==> src/rtl/cpu_clock_controller.sv <==
// -----------------------------------------------------------------------------
// cpu_clock_controller
//
// Run-control sequencer that sits between the free-running system clock and
// the RV32I core. The core never gets a gated clock. It qualifies every
// register update with the single-cycle enable `ce` produced here.
//
// Modes: power-on reset stretch (RST_HOLD), HALTED, free RUNNING with a
// programmable enable divider, and single STEPPING. A breakpoint level stops
// a free run.
//
// Parameters
//   DIV_W      width of the divider value `div`
//   RST_CYCLES clk cycles cpu_rst_n stays low after rst_n deasserts (>= 1)
//   START_RUN  1 = go to RUNNING after the reset hold, 0 = go to HALTED
//
// Ports
//   clk          system clock, rising-edge active
//   rst_n        asynchronous active-low reset
//   run          pulse: start free running (accepted in HALTED)
//   halt         pulse: stop issuing enables (highest priority)
//   step         pulse: issue exactly one enable, then halt
//   brk          breakpoint level; stops RUNNING
//   div          enable period minus one, sampled on entry to RUNNING/STEPPING
//   ce           registered clock-enable to the core
//   cpu_rst_n    registered active-low reset to the core
//   state        0=RST_HOLD, 1=HALTED, 2=RUNNING, 3=STEPPING
//   cycle_count  number of ce pulses issued (wraps, cleared only by rst_n)
// -----------------------------------------------------------------------------
module cpu_clock_controller #(
  parameter int DIV_W      = 8,
  parameter int RST_CYCLES = 16,
  parameter bit START_RUN  = 1'b0
) (
  input  logic             clk,
  input  logic             rst_n,
  input  logic             run,
  input  logic             halt,
  input  logic             step,
  input  logic             brk,
  input  logic [DIV_W-1:0] div,
  output logic             ce,
  output logic             cpu_rst_n,
  output logic [1:0]       state,
  output logic [31:0]      cycle_count
);

  // Hold counter only needs to reach RST_CYCLES-1.
  localparam int HOLD_W = (RST_CYCLES > 1) ? $clog2(RST_CYCLES) : 1;
  localparam logic [HOLD_W-1:0] HOLD_LAST = HOLD_W'(RST_CYCLES - 1);

  typedef enum logic [1:0] {
    ST_RST_HOLD = 2'd0,
    ST_HALTED   = 2'd1,
    ST_RUNNING  = 2'd2,
    ST_STEPPING = 2'd3
  } state_t;

  state_t            r_state;
  logic              r_ce;
  logic              r_cpu_rst_n;
  logic [31:0]       r_cycle_count;
  logic [HOLD_W-1:0] r_hold;
  logic [DIV_W-1:0]  r_cnt;
  logic [DIV_W-1:0]  r_div;

  logic              w_hold_done;
  logic              w_cnt_hit;
  logic [DIV_W-1:0]  w_cnt_inc;
  logic [31:0]       w_count_inc;
  state_t            w_post_hold_state;

  // Combinational helpers shared by the sequencer.
  always_comb begin
    w_hold_done = 1'b0;
    w_cnt_hit   = 1'b0;
    w_cnt_inc   = r_cnt + {{(DIV_W-1){1'b0}}, 1'b1};
    w_count_inc = r_cycle_count + 32'd1;
    if (r_hold == HOLD_LAST) begin
      w_hold_done = 1'b1;
    end else begin
      w_hold_done = 1'b0;
    end
    // An enable is due once the divider counter has reached the latched period.
    if (r_cnt == r_div) begin
      w_cnt_hit = 1'b1;
    end else begin
      w_cnt_hit = 1'b0;
    end
    if (START_RUN) begin
      w_post_hold_state = ST_RUNNING;
    end else begin
      w_post_hold_state = ST_HALTED;
    end
  end

  // Run-control FSM with all outputs registered.
  always_ff @(posedge clk or negedge rst_n) begin
    if (!rst_n) begin
      r_state       <= ST_RST_HOLD;
      r_ce          <= 1'b0;
      r_cpu_rst_n   <= 1'b0;
      r_cycle_count <= 32'd0;
      r_hold        <= '0;
      r_cnt         <= '0;
      r_div         <= '0;
    end else begin
      case (r_state)
        // Stretch the core reset. Run-control inputs are ignored here.
        ST_RST_HOLD: begin
          r_ce <= 1'b0;
          if (w_hold_done) begin
            r_cpu_rst_n <= 1'b1;
            r_state     <= w_post_hold_state;
            r_cnt       <= '0;
            r_div       <= div;
          end else begin
            r_hold <= r_hold + {{(HOLD_W-1){1'b0}}, 1'b1};
          end
        end

        // Idle. halt outranks step, step outranks run. A held brk does not
        // block step or run, so the core can step past a breakpoint.
        ST_HALTED: begin
          r_ce <= 1'b0;
          if (halt) begin
            r_state <= ST_HALTED;
          end else if (step) begin
            r_state <= ST_STEPPING;
            r_cnt   <= '0;
            r_div   <= div;
          end else if (run) begin
            r_state <= ST_RUNNING;
            r_cnt   <= '0;
            r_div   <= div;
          end else begin
            r_state <= ST_HALTED;
          end
        end

        // Free run. Enables repeat every r_div+1 cycles. halt/brk stop the
        // run on the sampling edge, with no further enable.
        ST_RUNNING: begin
          if (halt || brk) begin
            r_state <= ST_HALTED;
            r_ce    <= 1'b0;
          end else if (w_cnt_hit) begin
            r_ce          <= 1'b1;
            r_cnt         <= '0;
            r_cycle_count <= w_count_inc;
          end else begin
            r_ce  <= 1'b0;
            r_cnt <= w_cnt_inc;
          end
        end

        // Single step. One enable, then back to HALTED. Only halt cancels it.
        ST_STEPPING: begin
          if (halt) begin
            r_state <= ST_HALTED;
            r_ce    <= 1'b0;
          end else if (w_cnt_hit) begin
            r_ce          <= 1'b1;
            r_state       <= ST_HALTED;
            r_cycle_count <= w_count_inc;
          end else begin
            r_ce  <= 1'b0;
            r_cnt <= w_cnt_inc;
          end
        end

        default: begin
          r_state     <= ST_RST_HOLD;
          r_ce        <= 1'b0;
          r_cpu_rst_n <= 1'b0;
          r_hold      <= '0;
        end
      endcase
    end
  end

  assign ce          = r_ce;
  assign cpu_rst_n   = r_cpu_rst_n;
  assign state       = r_state;
  assign cycle_count = r_cycle_count;

endmodule

==> config.mk <==
export PLATFORM = sky130hd
export DESIGN_NAME = cpu_clock_controller
export DESIGN_NICKNAME = d
export VERILOG_FILES = /design/src/rtl/cpu_clock_controller.sv
export SDC_FILE = /design/constraint.sdc
export NUM_CORES = 1
export LEC_CHECK = 0
export ABC_AREA = 1
export CAP_MARGIN = 25
export CORE_MARGIN = 3
export CORE_UTILIZATION = 55
export DETAILED_ROUTE_END_ITERATION = 6
export PLACE_DENSITY_LB_ADDON = 0.3
export SYNTH_ARGS = -nofsm -noshare
export SYNTH_HDL_FRONTEND = slang
export SYNTH_SLANG_ARGS = --single-unit
export TNS_END_PERCENT = 50
==> constraint.sdc <==
create_clock -name clk -period 2.04 [get_ports clk]
set_input_delay 0.612 -clock clk [delete_from_list [all_inputs] [get_ports clk]]
set_output_delay 0.612 -clock clk [all_outputs]
set_load 0.05 [all_outputs]
# Yosys cells after proc, flatten, opt, wreduce, memory -nomap -nowiden
# Index checks and enable logic that the tools add are counted.
# op_classes
n_bitwise,1
n_addsub,3
eq_ne,13
reduce_logical,11
mux,32
# ops
op,n
two-way mux 32 bit,3
two-way mux 8 bit,12
case mux 32 bit (2 select lines),1
adder 32 x 1 -> 32 bit (second input constant),1
case mux 8 bit (4 select lines),1
case mux 8 bit (2 select lines),1
two-way mux 2 bit,7
inequality test 2 bit (second input constant),6
adder 8 x 1 -> 8 bit (second input constant),1
equality test 8 bit,1
case mux 2 bit (4 select lines),1
inequality test 3 bit (second input constant),2
AND reduction 3 bit,2
AND reduction 6 bit,1
two-way mux 1 bit,5
adder 4 x 1 -> 4 bit (second input constant),1
equality test 2 bit (second input constant),2
equality test 4 bit (second input constant),1
AND reduction 2 bit,2
AND reduction 4 bit,1
nonzero test 2 bit,2
case mux 1 bit (3 select lines),1
equality test 2 x 1 -> 1 bit (second input constant),1
zero test 2 bit,1
other kinds (3),3
# word_totals
out_inout_bits,36
input_bits,14
regBits,56

# Logic depth before layout (Yosys ltp)
# logic_depth
depth_word,5
mapped_depth,11
mapped_depth_nobuf,10

# Worst setup path before layout
# OpenSTA, ideal clock, no wires.
# synth_timing
path_type,reg2reg
startpoint,reg r_cycle_count[0] (netlist: cycle_count[0])
endpoint,reg r_cycle_count[28] (netlist: cycle_count[28])
path_slack_ps,153
arrival_ps,1769
setup_ps,118
path_stages_with_launch,12
synth_period_minus_slack_ps,1887
cell_sequence,dfrtp_1 > ha_1 > buf_4 > inv_1 > nor2_4 > inv_1 > nor2_2 > nand2_1 > nand2_1 > nand2_1 > nand2_1 > nand2_1
# synth_via
elab_chain_len,4
# synth_lines
element,line_no,text
from (decl),62,logic [31:0] r_cycle_count;
from (signal assigned),150,r_cycle_count <= w_count_inc;
from (signal assigned),165,r_cycle_count <= w_count_inc;
adder 32 x 1 -> 32 bit *,78,w_count_inc = r_cycle_count + 32'd1;
two-way mux 32 bit *,"147, 162",
two-way mux 32 bit (on tied branches),"159, 144",
case mux 32 bit (2 select lines) *,108,case (r_state)
# Mark *: on every way between the ends. The rest lies on a longest branch, timed or not. The select of a mux whose other input is x is not followed.
# A chain may end at the register's enable or synchronous reset.

# Worst setup path after layout
# layout_timing
startpoint,in step
endpoint,reg r_cnt[3]
# layout_via
elab_chain_len,3
# layout_lines
element,line_no,text
from (decl),39,"input logic step,"
two-way mux 8 bit,128,end else if (step) begin
two-way mux 8 bit,126,if (halt) begin
case mux 8 bit (4 select lines),108,
to (signal assigned),153,r_cnt <= w_cnt_inc;
to (signal assigned),168,r_cnt <= w_cnt_inc;
to (decl),64,logic [DIV_W-1:0] r_cnt;
# Parallel ways exist; a longest one is shown, timed or not. The select of a mux whose other input is x is not followed.

==> impl_metrics.toml <==
[die]
dieArea_sq_um = 7400
placementRows = 28
start_util = 0.581
io_pins = 50
dieWidth_microns = 86.0
die_y_microns = 86.0
core_sq_um = 6060

[power]
power.net_switching_mw = 1.08
power.density_nw_per_um2 = 713
pwr-share-seq = 0.467
power_frac_clock = 0.218
p_sw_frac = 0.365
p_leak_nw = 2.01
p_int_mw = 1.88
peakVddDrop_v = 0.000799
combPwrFrac = 0.315

[placed_design]
place.gp.congestion = 0.880
place_ws_ns = -0.0548
dp.cells = 626
place_area_sq_um = 4060
hpwlAfterDp_mm = 6.08
numPortBuffers = 49

[final_layout]
mostFrequentLayoutCells = "nand2_1 (235), nor2_1 (61), dfrtp_1 (56), buf_4 (40), inv_1 (33)"
layout.area.seq_sq_um = 1400
layout_commonest_cell = "nand2_1"
final_nets = 575
syn2layout_area_growth_pct = 17.9
fillers = 542
drive_gt1_frac = 0.143
multi_input_area_sq_um = 1900
layout.cells.non_filler = 634
final_area_sq_um = 4150
diodes = 0

[setup_path]
path_buf_inv = 1
critical_path_required_ns = 2.24
critPathTopFamily = "simple AND/OR/NAND/NOR gates"
cp_common_cell = "nand2_1"
crit_arrival_ns = 1.98
end_kind = "flop"
crit_fanout = 9
critPathKind = "in2reg"
reg2reg_depth = 8
path_cells = "clkdlybuf4s50_1 > nor2_1 > nand2_1 > nand2_1 > nor2_2 > nand2_2 > nand2_1 > nand2_1"
critPathLaunchType = "primary input"
max_stage_delay_ns = 0.48
worst-path-stages = 8
cpMaxStageDelayCell = "clkdlybuf4s50_1"

[drt]
routed_via_density = 5.25
wl_per_cell_microns = 12.7
routed_wl_mm = 8.05
dr.first_iter.drc_count = 212
vias = 3329
dr.pass1.iters = 4
drc = 0
ant_nets = 0

[timing]
worst_pin_slew_ns = 0.519
finalSetupViolCount = 0
hold_viol = 0
fmax_ghz = 0.563
clock-skew-final_ns = 0.00949
min_period_ns = 1.78
slew_headroom = 0.652
setup_tns_ns = 0
setup_ws_ns = 0.265
drv_slew = 0
rsz0062_at_grt = "false"
post-route-period-util = 0.870
timing.hold.ws_ns = 0.198

[clock_tree]
clock_sinks = 56
ctsHtreeMaxLevel = 2
clock_path_buffers = 2
root_buffer = "clkbuf_8"
clk_pin_slew_ns = 0.10
cts_buffers = 5
insertion_delay_ns = 0.32
hold_buffers = 0
cts_resized = 0
tritoncts = "done"
postCtsSetupRepairBufs = 0

[grt]
antenna_found_initial = 0
grt_max_degree = 42
grt_pass1_wl_mm = 13.7
grt_overflow = 0
grt_pass1_vias = 3228
grt_usage = 0.228

[hold_path]
min_path_type = "in2async"

[logic_synthesis]
synth_top_family_by_area = "simple AND/OR/NAND/NOR gates"
synthMuxAreaShare = 0
synthAdderAreaFrac = 0.0107
synth_nets = 520
synth_top_cell_by_area = "dfrtp_1"
synth_top_area_share = 0.398
synthSimpleGateAreaFrac = 0.411
syn_area_sq_um = 3520
yosysWarnings = 0
ys_seq_area_frac = 0.398
async_flop_share = 1.00
syn_area_per_cell_sq_um = 7.00
synth.distinct_cells = 28
synth_compound_area_frac = 0.0608
synth_ff_type = "dfrtp_1"
ys_ff_latch = 56
syn_inst = 503
synth_edf_count = 0
synth_xor_area_frac = 0.0572
synth_area_leaders = "dfrtp_1 (40%), nand2_1 (25%), nor2_1 (6.5%)"

[outcome]
status = "finished, final reports clean"

[run]
drv_cap = 0
layout make-up:
type                    instances  area share
repair buffers                 58       0.127
flip-flops and latches         56       0.338
multi-input cells             401       0.458
well taps                      75      0.0226
clock inverters                 1     0.00181
inverters                      36      0.0326
clock buffers                   7      0.0208
stage by stage:
stage | utilization | total power, mW
global placement | 0.669 | 2.31
global route | 0.685 | 3.16
finish | 0.685 | 2.96
floorplan | - | 2.04
CTS | 0.685 | 2.98
detailed placement | 0.669 | 2.34
Yosys cell counts (6+ instances only):
master       n
a21oi_1      7
dfrtp_1     56
inv_1       33
nand2_1    235
nand2_2      7
nand3_1     11
nand3b_1    13
nor2_1      61
o2111ai_1    8
o21ai_0      6
xnor2_1     11
xor2_1      12
flip-flops by register name, summed over array words and instances, names as in the netlist:
| signal | count |
|---|---|
| r_hold | 4 |
| cpu_rst_n | 1 |
| state | 2 |
| r_div | 8 |
| ce | 1 |
| cycle_count | 32 |
| r_cnt | 8 |
power groups by stage:
stage / clock [mW] / combinational (mW) / sequential, mW
final: 0.645 / 0.931 / 1.38
after global routing: 0.695 / 1.06 / 1.41
after CTS: 0.657 / 0.939 / 1.38
after detailed placement: 0 / 0.935 / 1.40
after global placement: 0 / 0.908 / 1.40
after floorplan: 0 / 0.571 / 1.47
path summary, 6_finish.rpt:
check	startpoint	endpoint	slack, ns
min reg2reg	r_hold[3]$_DFFE_PN0P_	r_hold[3]$_DFFE_PN0P_	0.49
max reg2reg	r_hold[0]$_DFFE_PN0P_	r_cnt[3]$_DFFE_PN0P_	0.32
max in group asynchronous	rst_n	cycle_count[19]$_DFFE_PN0P_	1.28
max	step	r_cnt[3]$_DFFE_PN0P_	0.26
min	rst_n	cycle_count[8]$_DFFE_PN0P_	0.20
min in group clk	r_hold[3]$_DFFE_PN0P_	r_hold[3]$_DFFE_PN0P_	0.49
kinds of logic after synthesis:
logic type,count (synthesis)
AO/OA/AOI/OAI,30
XOR/XNOR,23
adder cells (fa/ha/maj),3
buffers and inverters,46
flip-flops,56
AND/OR/NAND/NOR,345
layer usage:
metal / vias up / wire length, microns / GRT usage
met2: 98 / 4050 / 0.422
met3: 18 / 370 / 0.0375
met4: 0 / 196 / 0.0892
met5: - / 0 / 0
li1: 1680 / - / -
met1: 1533 / 3430 / 0.260
Note: power is estimated with default switching activity, not from simulation.
